===== config.mk =====
export PLATFORM = sky130hd
export DESIGN_NAME = fetch_ctrl
export DESIGN_NICKNAME = d
export VERILOG_FILES = /design/src/rtl/fetch_pkg.sv /design/src/rtl/pc_next_calc.sv /design/src/rtl/fetch_ctrl.sv
export SDC_FILE = /design/constraint.sdc
export NUM_CORES = 1
export LEC_CHECK = 0
export ABC_AREA = 0
export BUFFER_PORTS_ARGS = -buffer_cell sky130_fd_sc_hd__buf_2
export CAP_MARGIN = 30
export CORE_MARGIN = 5
export CORE_UTILIZATION = 25
export DETAILED_ROUTE_END_ITERATION = 6
export GPL_TIMING_DRIVEN = 0
export PLACE_DENSITY = 0.54
export RECOVER_POWER = 100
export SLEW_MARGIN = 20
export SYNTH_ARGS = -nofsm -noshare
export SYNTH_HDL_FRONTEND = slang
export SYNTH_SLANG_ARGS = --single-unit

===== constraint.sdc =====
create_clock -name Clock -period 8.5 [get_ports Clock]
set_input_delay 1.7 -clock Clock [delete_from_list [all_inputs] [get_ports Clock]]
set_output_delay 1.7 -clock Clock [all_outputs]
set_load 0.02 [all_outputs]

===== src/rtl/fetch_pkg.sv =====
// Shared types and constants for the instruction-fetch sequencer.
package fetch_pkg;

   localparam int unsigned ADDR_W = 32;
   localparam logic [ADDR_W-1:0] PC_INC = 32'd4;

   typedef enum logic [1:0] {
      S_IDLE  = 2'd0,
      S_REQ   = 2'd1,
      S_EXEC  = 2'd2,
      S_ERROR = 2'd3
   } fetch_state_e;

   function automatic logic [ADDR_W-1:0] add32(
      input logic [ADDR_W-1:0] a,
      input logic [ADDR_W-1:0] b
   );
      return a + b;
   endfunction

   function automatic logic [ADDR_W-1:0] shl2(
      input logic [ADDR_W-1:0] a
   );
      return {a[ADDR_W-3:0], 2'b00};
   endfunction

endpackage


===== src/rtl/pc_next_calc.sv =====
// Next-PC arithmetic: sequential PC+4 or taken target PC+4+(offset<<2).
module pc_next_calc
   import fetch_pkg::*;
(
   input  logic [ADDR_W-1:0] i_pc,
   input  logic              i_b,
   input  logic              i_z,
   input  logic [ADDR_W-1:0] i_b_addr,
   output logic [ADDR_W-1:0] o_pc_next
);

   logic [ADDR_W-1:0] w_seq;
   logic [ADDR_W-1:0] w_off;
   logic [ADDR_W-1:0] w_tgt;

   assign w_seq     = add32(i_pc, PC_INC);
   assign w_off     = shl2(i_b_addr);
   assign w_tgt     = add32(w_seq, w_off);
   assign o_pc_next = (i_b & i_z) ? w_tgt : w_seq;

endmodule


===== src/rtl/fetch_ctrl.sv =====
// Handshaked, stallable, timeout-checked PC sequencer for instruction fetch.
module fetch_ctrl
   import fetch_pkg::*;
#(
   parameter logic [ADDR_W-1:0] RESET_PC = 32'h0000_0000,
   parameter int unsigned       MAX_WAIT = 15
) (
   input  logic              Clock,
   input  logic              Reset,
   input  logic              Start,
   input  logic              Mem_Ack,
   input  logic [31:0]       Instr_In,
   input  logic              Resolve,
   input  logic              B,
   input  logic              Z,
   input  logic [ADDR_W-1:0] B_addr,
   input  logic              Stall,
   output logic              Mem_Req,
   output logic [ADDR_W-1:0] Mem_Addr,
   output logic [31:0]       Instr_Out,
   output logic              Instr_Valid,
   output logic              Timeout_Err,
   output logic [ADDR_W-1:0] PC
);

   localparam logic [7:0] WAIT_LAST = 8'(MAX_WAIT - 1);

   fetch_state_e      r_state;
   fetch_state_e      w_state_nx;
   logic [7:0]        r_wait;
   logic [7:0]        w_wait_nx;
   logic [ADDR_W-1:0] r_pc;
   logic [ADDR_W-1:0] w_pc_next;
   logic [31:0]       r_instr;
   logic              r_valid;
   logic              w_capture;
   logic              w_advance;

   pc_next_calc u_pc_next (
      .i_pc      (r_pc),
      .i_b       (B),
      .i_z       (Z),
      .i_b_addr  (B_addr),
      .o_pc_next (w_pc_next)
   );

   always_comb begin
      w_state_nx = r_state;
      w_wait_nx  = r_wait;
      w_capture  = 1'b0;
      w_advance  = 1'b0;
      unique case (r_state)
         S_IDLE: begin
            if (Start) w_state_nx = S_REQ;
         end
         S_REQ: begin
            // an ack in the expiring cycle still wins
            if (Mem_Ack) begin
               w_capture  = 1'b1;
               w_wait_nx  = '0;
               w_state_nx = S_EXEC;
            end else if (r_wait == WAIT_LAST) begin
               w_state_nx = S_ERROR;
            end else begin
               w_wait_nx = r_wait + 8'd1;
            end
         end
         S_EXEC: begin
            if (Resolve && !Stall) begin
               w_advance  = 1'b1;
               w_state_nx = S_REQ;
            end
         end
         S_ERROR: begin
            w_state_nx = S_ERROR;
         end
         default: begin
            w_state_nx = S_IDLE;
         end
      endcase
   end

   always_ff @(posedge Clock or negedge Reset) begin
      if (!Reset) begin
         r_state <= S_IDLE;
         r_wait  <= '0;
         r_pc    <= RESET_PC;
         r_instr <= '0;
         r_valid <= 1'b0;
      end else begin
         r_state <= w_state_nx;
         r_wait  <= w_wait_nx;
         r_valid <= w_capture;
         if (w_capture) r_instr <= Instr_In;
         if (w_advance) r_pc <= w_pc_next;
      end
   end

   // Moore outputs: async reset of r_state drops Mem_Req at once
   assign Mem_Req     = (r_state == S_REQ);
   assign Timeout_Err = (r_state == S_ERROR);
   assign Mem_Addr    = r_pc;
   assign PC          = r_pc;
   assign Instr_Out   = r_instr;
   assign Instr_Valid = r_valid;

endmodule


==> impl_metrics.yaml, run 1 <==
setup_path:
  cp_cell_sequence: "buf_2, ha_1, fa_1, a21oi_1, o21ai_0, a2111oi_0, nor4_1, nor2_2, o21bai_1, mux2_1, a2111o_1"
  arrival_ns: 5.34
  cp_max_fo: 4
  crit_buf_inv: 1
  crit_type: "in -> reg"
  cp_top_family: "compound AO/OA/AOI/OAI gates"
  critPathMaxStageDelay_ns: 1.16
  endpoint_kind: "register"
  crit_slowest_cell: "a2111oi_0"
  rrSetupSlack_ns: 3.84
  cp.required_ns: 8.73
  start_kind: "input pin"
sta:
  fin_crit_ns: 5.107
  skew_ns: 0.006313
  slew_violations: 76
  timing.fmax_ghz: 0.1958
  finalCritPeriodShare_pct: 60.08
  finalSetupViolCount: 0
  relSlewSlack_pct: -47.97
  setup_tns_ns: 0
  hold_viol: 0
  holdWs_ns: 0.5011
  grt_setup_unrepaired: "no"
  worst_slew_pin_slew_ns: 2.220
logic_synthesis:
  synthMuxAreaShare_pct: 7.632
  synth_xor_area_share_pct: 7.960
  yosysUniqueCellTypes: 53
  synth-compound-area-share_pct: 18.28
  synth_warnings: 0
  postSynthAreaPerCell_sq_um: 8.540
  synthAdderAreaFrac_pct: 8.878
  syn-instance-count: 670
  syn_area_sq_um: 5722
  yosys.area_share.simple_pct: 17.95
  ys_ff_latch: 73
  async_flop_share_pct: 100.0
  synth_top_flop_cell: "dfrtp_1"
  synth_top_family_by_area: "compound AO/OA/AOI/OAI gates"
  synth-edff-count: 0
  yosysSeqAreaShare_pct: 31.93
detailed_routing:
  wl_mm: 18.49
  wl_met2_mm: 8.209
  vias: 5586
  drt-met1-wl_mm: 8.686
  routed-wl-met3_mm: 1.354
  top_layer: "met4"
  drt_iter0_drc: 338
  drcViolationCount: 0
  dr.pass1.iters: 5
  ant_nets: 0
  wl_per_cell_um: 16.22
  via_per_inst: 4.900
global_route:
  grt.total_usage_pct: 14.13
  grt_max_degree: 41
  antenna_found_initial: 0
  first_global_vias: 5428
  grt-ovfl-total: 0
  grt_pass1_wl_mm: 29.41
floorplanning:
  rows: 55
  dieArea_sq_um: 26010
  start_util_pct: 25.35
  ioPinCount: 171
  die_h_um: 161.3
  core-area_sq_um: 22570
  die_w_um: 161.3
clock_network:
  h-tree-depth: 3
  cts_setup_buffers: 0
  cts-root-buf: "clkbuf_16"
  cts_resized: 0
  clkSinkCount: 73
  cts_buffers: 9
  ctsHoldBuffers: 0
  clockBufferDepth: 2
  clk_latency_ns: 0.34
  clkTransAtPathRegs_ns: 0.06
  cts_tree: "built"
place:
  place_area_sq_um: 6944
  portBuffers: 164
  place_congestion: 0.8260
  place_inst: 1124
  dpl.hpwl_mm: 14.78
layout:
  diodes: 0
  final_area_sq_um: 7129
  fin_cells: 1140
  area_growth_pct: 24.60
  final_net_count: 962
  drive_above_1_share_pct: 20.82
power_and_ir_drop:
  power.leakage_nw: 3.213
  power_density_nw_per_um2: 296.2
  irDropWorstVdd_mv: 0.1135
min_path:
  hold_class: "reg -> reg"
outcome:
  violations: "max-capacitance violations, max-slew violations"
  outcome: "complete, but fails checks"
job:
  drv_cap: 2
worst paths after layout:
path / from / to / depth (start not counted)
worst max register to register: Mem_Addr[2]$_DFFE_PN0P_ / Mem_Addr[24]$_DFFE_PN0P_ / 13
worst max-delay path: B_addr[0] / Mem_Addr[24]$_DFFE_PN0P_ / 11
worst min-delay path: Mem_Addr[31]$_DFFE_PN0P_ / Mem_Addr[31]$_DFFE_PN0P_ / 1
min in group asynchronous: Reset / Instr_Out[9]$_DFFE_PN0P_ / 1
worst min register to register: Mem_Addr[31]$_DFFE_PN0P_ / Mem_Addr[31]$_DFFE_PN0P_ / 1
max in group asynchronous: Reset / Mem_Addr[14]$_DFFE_PN0P_ / 2
worst register-to-register path, delay by kind of cell (launching register included):
| family | cells | cell delay [ns] |
|---|---|---|
| adders and majority gates | 2 | 0.64 |
| DFF | 1 | 0.51 |
| muxes | 1 | 0.34 |
| AOI/OAI and AO/OA | 4 | 1.83 |
| xor gates and xnor gates | 1 | 0.18 |
| and+or+nand+nor | 5 | 1.06 |
routing by layer:
metal	vias up	global-route usage, %
met2	228	22.66
met1	2611	19.44
met5	-	0
li1	2730	-
met4	0	3.412
met3	17	3.113
through the flow:
stage	setup slack (ns)	util, %	power, mW
4_1_cts	4.137	32.22	2.180
2_1_floorplan	4.323	-	1.391
3_5_place_dp	3.783	30.76	1.746
3_3_place_gp	3.799	30.62	1.737
6_report	3.393	31.59	2.112
5_1_grt	2.909	31.59	2.280
cell families after synthesis:
| group | after synthesis |
|---|---|
| and+or+nand+nor | 218 |
| AOI/OAI and AO/OA | 170 |
| buffers and inverters | 77 |
| DFF | 73 |
| xor gates and xnor gates | 52 |
| adders and majority gates | 40 |
| muxes | 39 |
| other | 1 |
layout make-up:
| cell class | count | area, sq um |
|---|---|---|
| clock buffer | 9 | 225.2 |
| clock inverter | 7 | 102.6 |
| timing repair buffer | 166 | 734.5 |
| multi-input combinational | 523 | 3466 |
| buffer | 58 | 346.6 |
| inverter | 19 | 71.32 |
| sequential | 73 | 1827 |
| tap | 285 | 356.6 |
| fill | 2451 | 15440 |
cells in the final DEF (no fill, tap or decap), types with 6 or more instances in the layout:
cell	instances
and3_1	13
buf_4	13
nand3_1	21
nor3_1	15
a22oi_1	6
a21oi_1	52
clkbuf_4	21
o21bai_1	8
o22ai_1	7
buf_2	90
o21ai_0	48
nor4_1	6
a21o_1	14
inv_1	19
xnor2_1	30
o31ai_1	7
nand2_1	77
nand2b_1	6
dfrtp_1	73
nor2_1	48
clkbuf_16	9
a31oi_1	7
clkbuf_1	99
nand4_1	16
xor2_1	22
ha_1	39
mux2_2	33
sequential cells by signal, indices dropped and copies added (netlist names):
register     cells
Instr_Out       32
Mem_Addr        30
r_wait           8
r_state          2
Instr_Valid      1
synthesized netlist by cell type (all sizes together) (2+ instances only):
cell type | instances | area [sq um]
o31ai | 7 | 52.55
dfrtp | 73 | 1827
or2 | 2 | 12.51
and4 | 3 | 26.28
a41oi | 2 | 17.52
nor2 | 49 | 186.4
a22oi | 6 | 45.04
xnor2 | 30 | 262.8
nand2b | 6 | 37.54
o21a | 2 | 15.01
nor4b | 3 | 26.28
mux2 | 34 | 386.6
a21oi | 52 | 260.3
a211oi | 4 | 30.03
nand3 | 21 | 105.1
a31oi | 7 | 43.79
a2111oi | 2 | 36.29
buf | 38 | 271.5
ha | 39 | 488.0
nand4 | 16 | 100.1
o22ai | 7 | 43.79
o41ai | 2 | 17.52
nand2 | 77 | 289.0
a21o | 14 | 105.1
and2 | 4 | 25.02
xor2 | 22 | 192.7
and3 | 13 | 81.33
mux2i | 5 | 50.05
o211ai | 2 | 15.01
o21ai | 48 | 240.2
o21bai | 8 | 60.06
clkbuf | 20 | 75.07
inv | 19 | 71.32
nor3 | 15 | 75.07
nor4 | 6 | 37.54
where the power goes:
group          total, mW  switching [mW]  internal [mW]
combinational       1.09           0.660          0.428
sequential         0.600           0.134          0.466
clock              0.424           0.163          0.261
Power figures use the tool's default switching activity.
==> run 2, diff against run 1 <==
--- a/config.mk
+++ b/config.mk
@@ -12,7 +12,7 @@
 export CORE_UTILIZATION = 25
 export DETAILED_ROUTE_END_ITERATION = 6
 export GPL_TIMING_DRIVEN = 0
-export PLACE_DENSITY = 0.54
+export PLACE_DENSITY = 0.55
 export RECOVER_POWER = 100
 export SLEW_MARGIN = 20
 export SYNTH_ARGS = -nofsm -noshare
==> constraint.sdc (replaced) <==
create_clock -name Clock -period 4.5 [get_ports Clock]
set_input_delay 0.9 -clock Clock [delete_from_list [all_inputs] [get_ports Clock]]
set_output_delay 0.9 -clock Clock [all_outputs]
set_load 0.02 [all_outputs]
==> impl_metrics.yaml, run 2 (same netlist as run 1, synthesis figures left out) <==
setup_path:
  cp.required_ns: 4.72
  crit_type: "reg -> reg"
  endpoint_kind: "register"
  cp_max_fo: 9
  start_kind: "register"
  arrival_ns: 4.42
sta:
  hold_viol: 0
  timing.fmax_ghz: 0.2385
  slew_violations: 0
  finalSetupViolCount: 0
  relSlewSlack_pct: 12.07
  fin_crit_ns: 4.193
  finalCritPeriodShare_pct: 93.17
  holdWs_ns: 0.5031
  worst_slew_pin_slew_ns: 1.319
  grt_setup_unrepaired: "no"
  setup_tns_ns: 0
  skew_ns: 0.009496
place:
  dpl.hpwl_mm: 14.86
  place_congestion: 0.8516
  portBuffers: 164
  place_area_sq_um: 6952
clock_network:
  cts_buffers: 9
  clockBufferDepth: 2
  ctsHoldBuffers: 0
  cts_tree: "built"
  cts-root-buf: "clkbuf_16"
  clk_latency_ns: 0.34
  clkTransAtPathRegs_ns: 0.06
  clkSinkCount: 73
  h-tree-depth: 3
floorplanning:
  rows: 55
  dieArea_sq_um: 26010
  die_w_um: 161.3
  die_h_um: 161.3
  core-area_sq_um: 22570
  ioPinCount: 171
  start_util_pct: 25.35
layout:
  layout_commonest_cell: "clkbuf_1"
  diodes: 0
  drive_above_1_share_pct: 21.90
  area_growth_pct: 24.99
  largest_reg_flops: 32
  final_area_sq_um: 7152
  layout_common_cells: "96 x clkbuf_1, 93 x buf_2, 77 x nand2_1"
  final_net_count: 962
power_and_ir_drop:
  p_seq_share_pct: 28.9
  irDropWorstVdd_mv: 0.2174
  power_density_nw_per_um2: 550.2
  fin_total_pwr_mw: 3.935
  p_int_mw: 2.135
  power.share.switching_pct: 45.75
  power.share.clock_pct: 17.9
  p_comb_share_pct: 53.2
  switchingPower_mw: 1.800
  power.leakage_nw: 3.228
detailed_routing:
  wl_per_cell_um: 16.21
  vias: 5515
  via_per_inst: 4.842
  wl_mm: 18.46
  dr.pass1.iters: 6
  drcViolationCount: 0
  ant_nets: 0
  drt_iter0_drc: 391
job:
  drv_cap: 0
global_route:
  grt.total_usage_pct: 14.03
  first_global_vias: 5319
  antenna_found_initial: 0
  grt_max_degree: 52
  grt_pass1_wl_mm: 29.12
  grt-ovfl-total: 0
min_path:
  hold_class: "reg -> reg"
outcome:
  outcome: "finished, final reports clean"
==> run 2: cell count changes in the layout (fill, tap and decap cells not counted), moves of 2 or more <==
cell / previous run / this run
a2111oi_0: 2 / 0
buf_2: 90 / 93
buf_4: 13 / 10
clkbuf_1: 99 / 96
clkbuf_4: 21 / 24
nor3_1: 15 / 13
==> run 2: power by group through the flow <==
stage	Combinational [mW]	Sequential (mW)	Clock (mW)
2_1_floorplan	1.28	1.35	0
3_3_place_gp	2.14	1.14	0
3_5_place_dp	2.16	1.15	0
4_1_cts	2.17	1.14	0.732
5_1_grt	2.31	1.19	0.757
6_report	2.09	1.14	0.704
==> run 2: worst paths after layout <==
path | startpoint | to | slack (ns) | depth (start not counted)
setup / recovery | Mem_Addr[2]$_DFFE_PN0P_ | Mem_Addr[24]$_DFFE_PN0P_ | 0.31 | 14
min in group asynchronous | Reset | r_wait[6]$_DFFE_PN0P_ | 0.82 | 1
hold reg to reg | Instr_Out[8]$_DFFE_PN0P_ | Instr_Out[8]$_DFFE_PN0P_ | 0.50 | 1
max in group asynchronous | Reset | Mem_Addr[3]$_DFFE_PN0P_ | 1.74 | 2
hold / removal | Instr_Out[8]$_DFFE_PN0P_ | Instr_Out[8]$_DFFE_PN0P_ | 0.50 | 1
setup reg to reg | Mem_Addr[2]$_DFFE_PN0P_ | Mem_Addr[24]$_DFFE_PN0P_ | 0.31 | 14
==> run 2: worst max-delay path, stage by stage, from the launching register on <==
cell	delay (ns)
dfrtp_1	0.51
and4_1	0.31
nand2b_1	0.18
nor2_1	0.28
and4_1	0.32
and3_1	0.23
xor2_1	0.28
ha_1	0.37
a21o_1	0.20
a31oi_1	0.21
o21ai_0	0.14
nor2_2	0.21
o21bai_1	0.14
mux2_4	0.32
a2111o_1	0.38
==> run 2: layout make-up <==
class                      instances  area (sq um)
clock buffer                      10         229.0
clock inverter                     5         57.56
sequential                        73          1827
tap                              285         356.6
buffer                            58         346.6
inverter                          19         71.32
multi-input combinational        523          3525
timing repair buffer             166         739.5
fill                            2479         15420
==> run 2: timing repair <==
action                     4_1_cts  5_1_grt
buffers inserted                 0        0
setup endpoints to repair        0        3
gates resized for setup          0        7
==> run 2: per-layer routing <==
layer,GRT usage (%),share of wire [%]
met5,0,0
met4,2.675,1.3
met3,3.623,6.4
met2,22.33,44
met1,19.42,48
==> run 2: stage by stage <==
| stage | worst slack [ns] | util (%) | instances |
|---|---|---|---|
| after global placement | 0.2091 | 30.62 | 1122 |
| after CTS | 0.1278 | 32.07 | 1139 |
| after detailed placement | 0.1527 | 30.80 | 1124 |
| final | 0.3072 | 31.69 | 1139 |
| after floorplan | 0.8479 | - | 673 |
| after global routing | 0.009610 | 31.69 | 1139 |
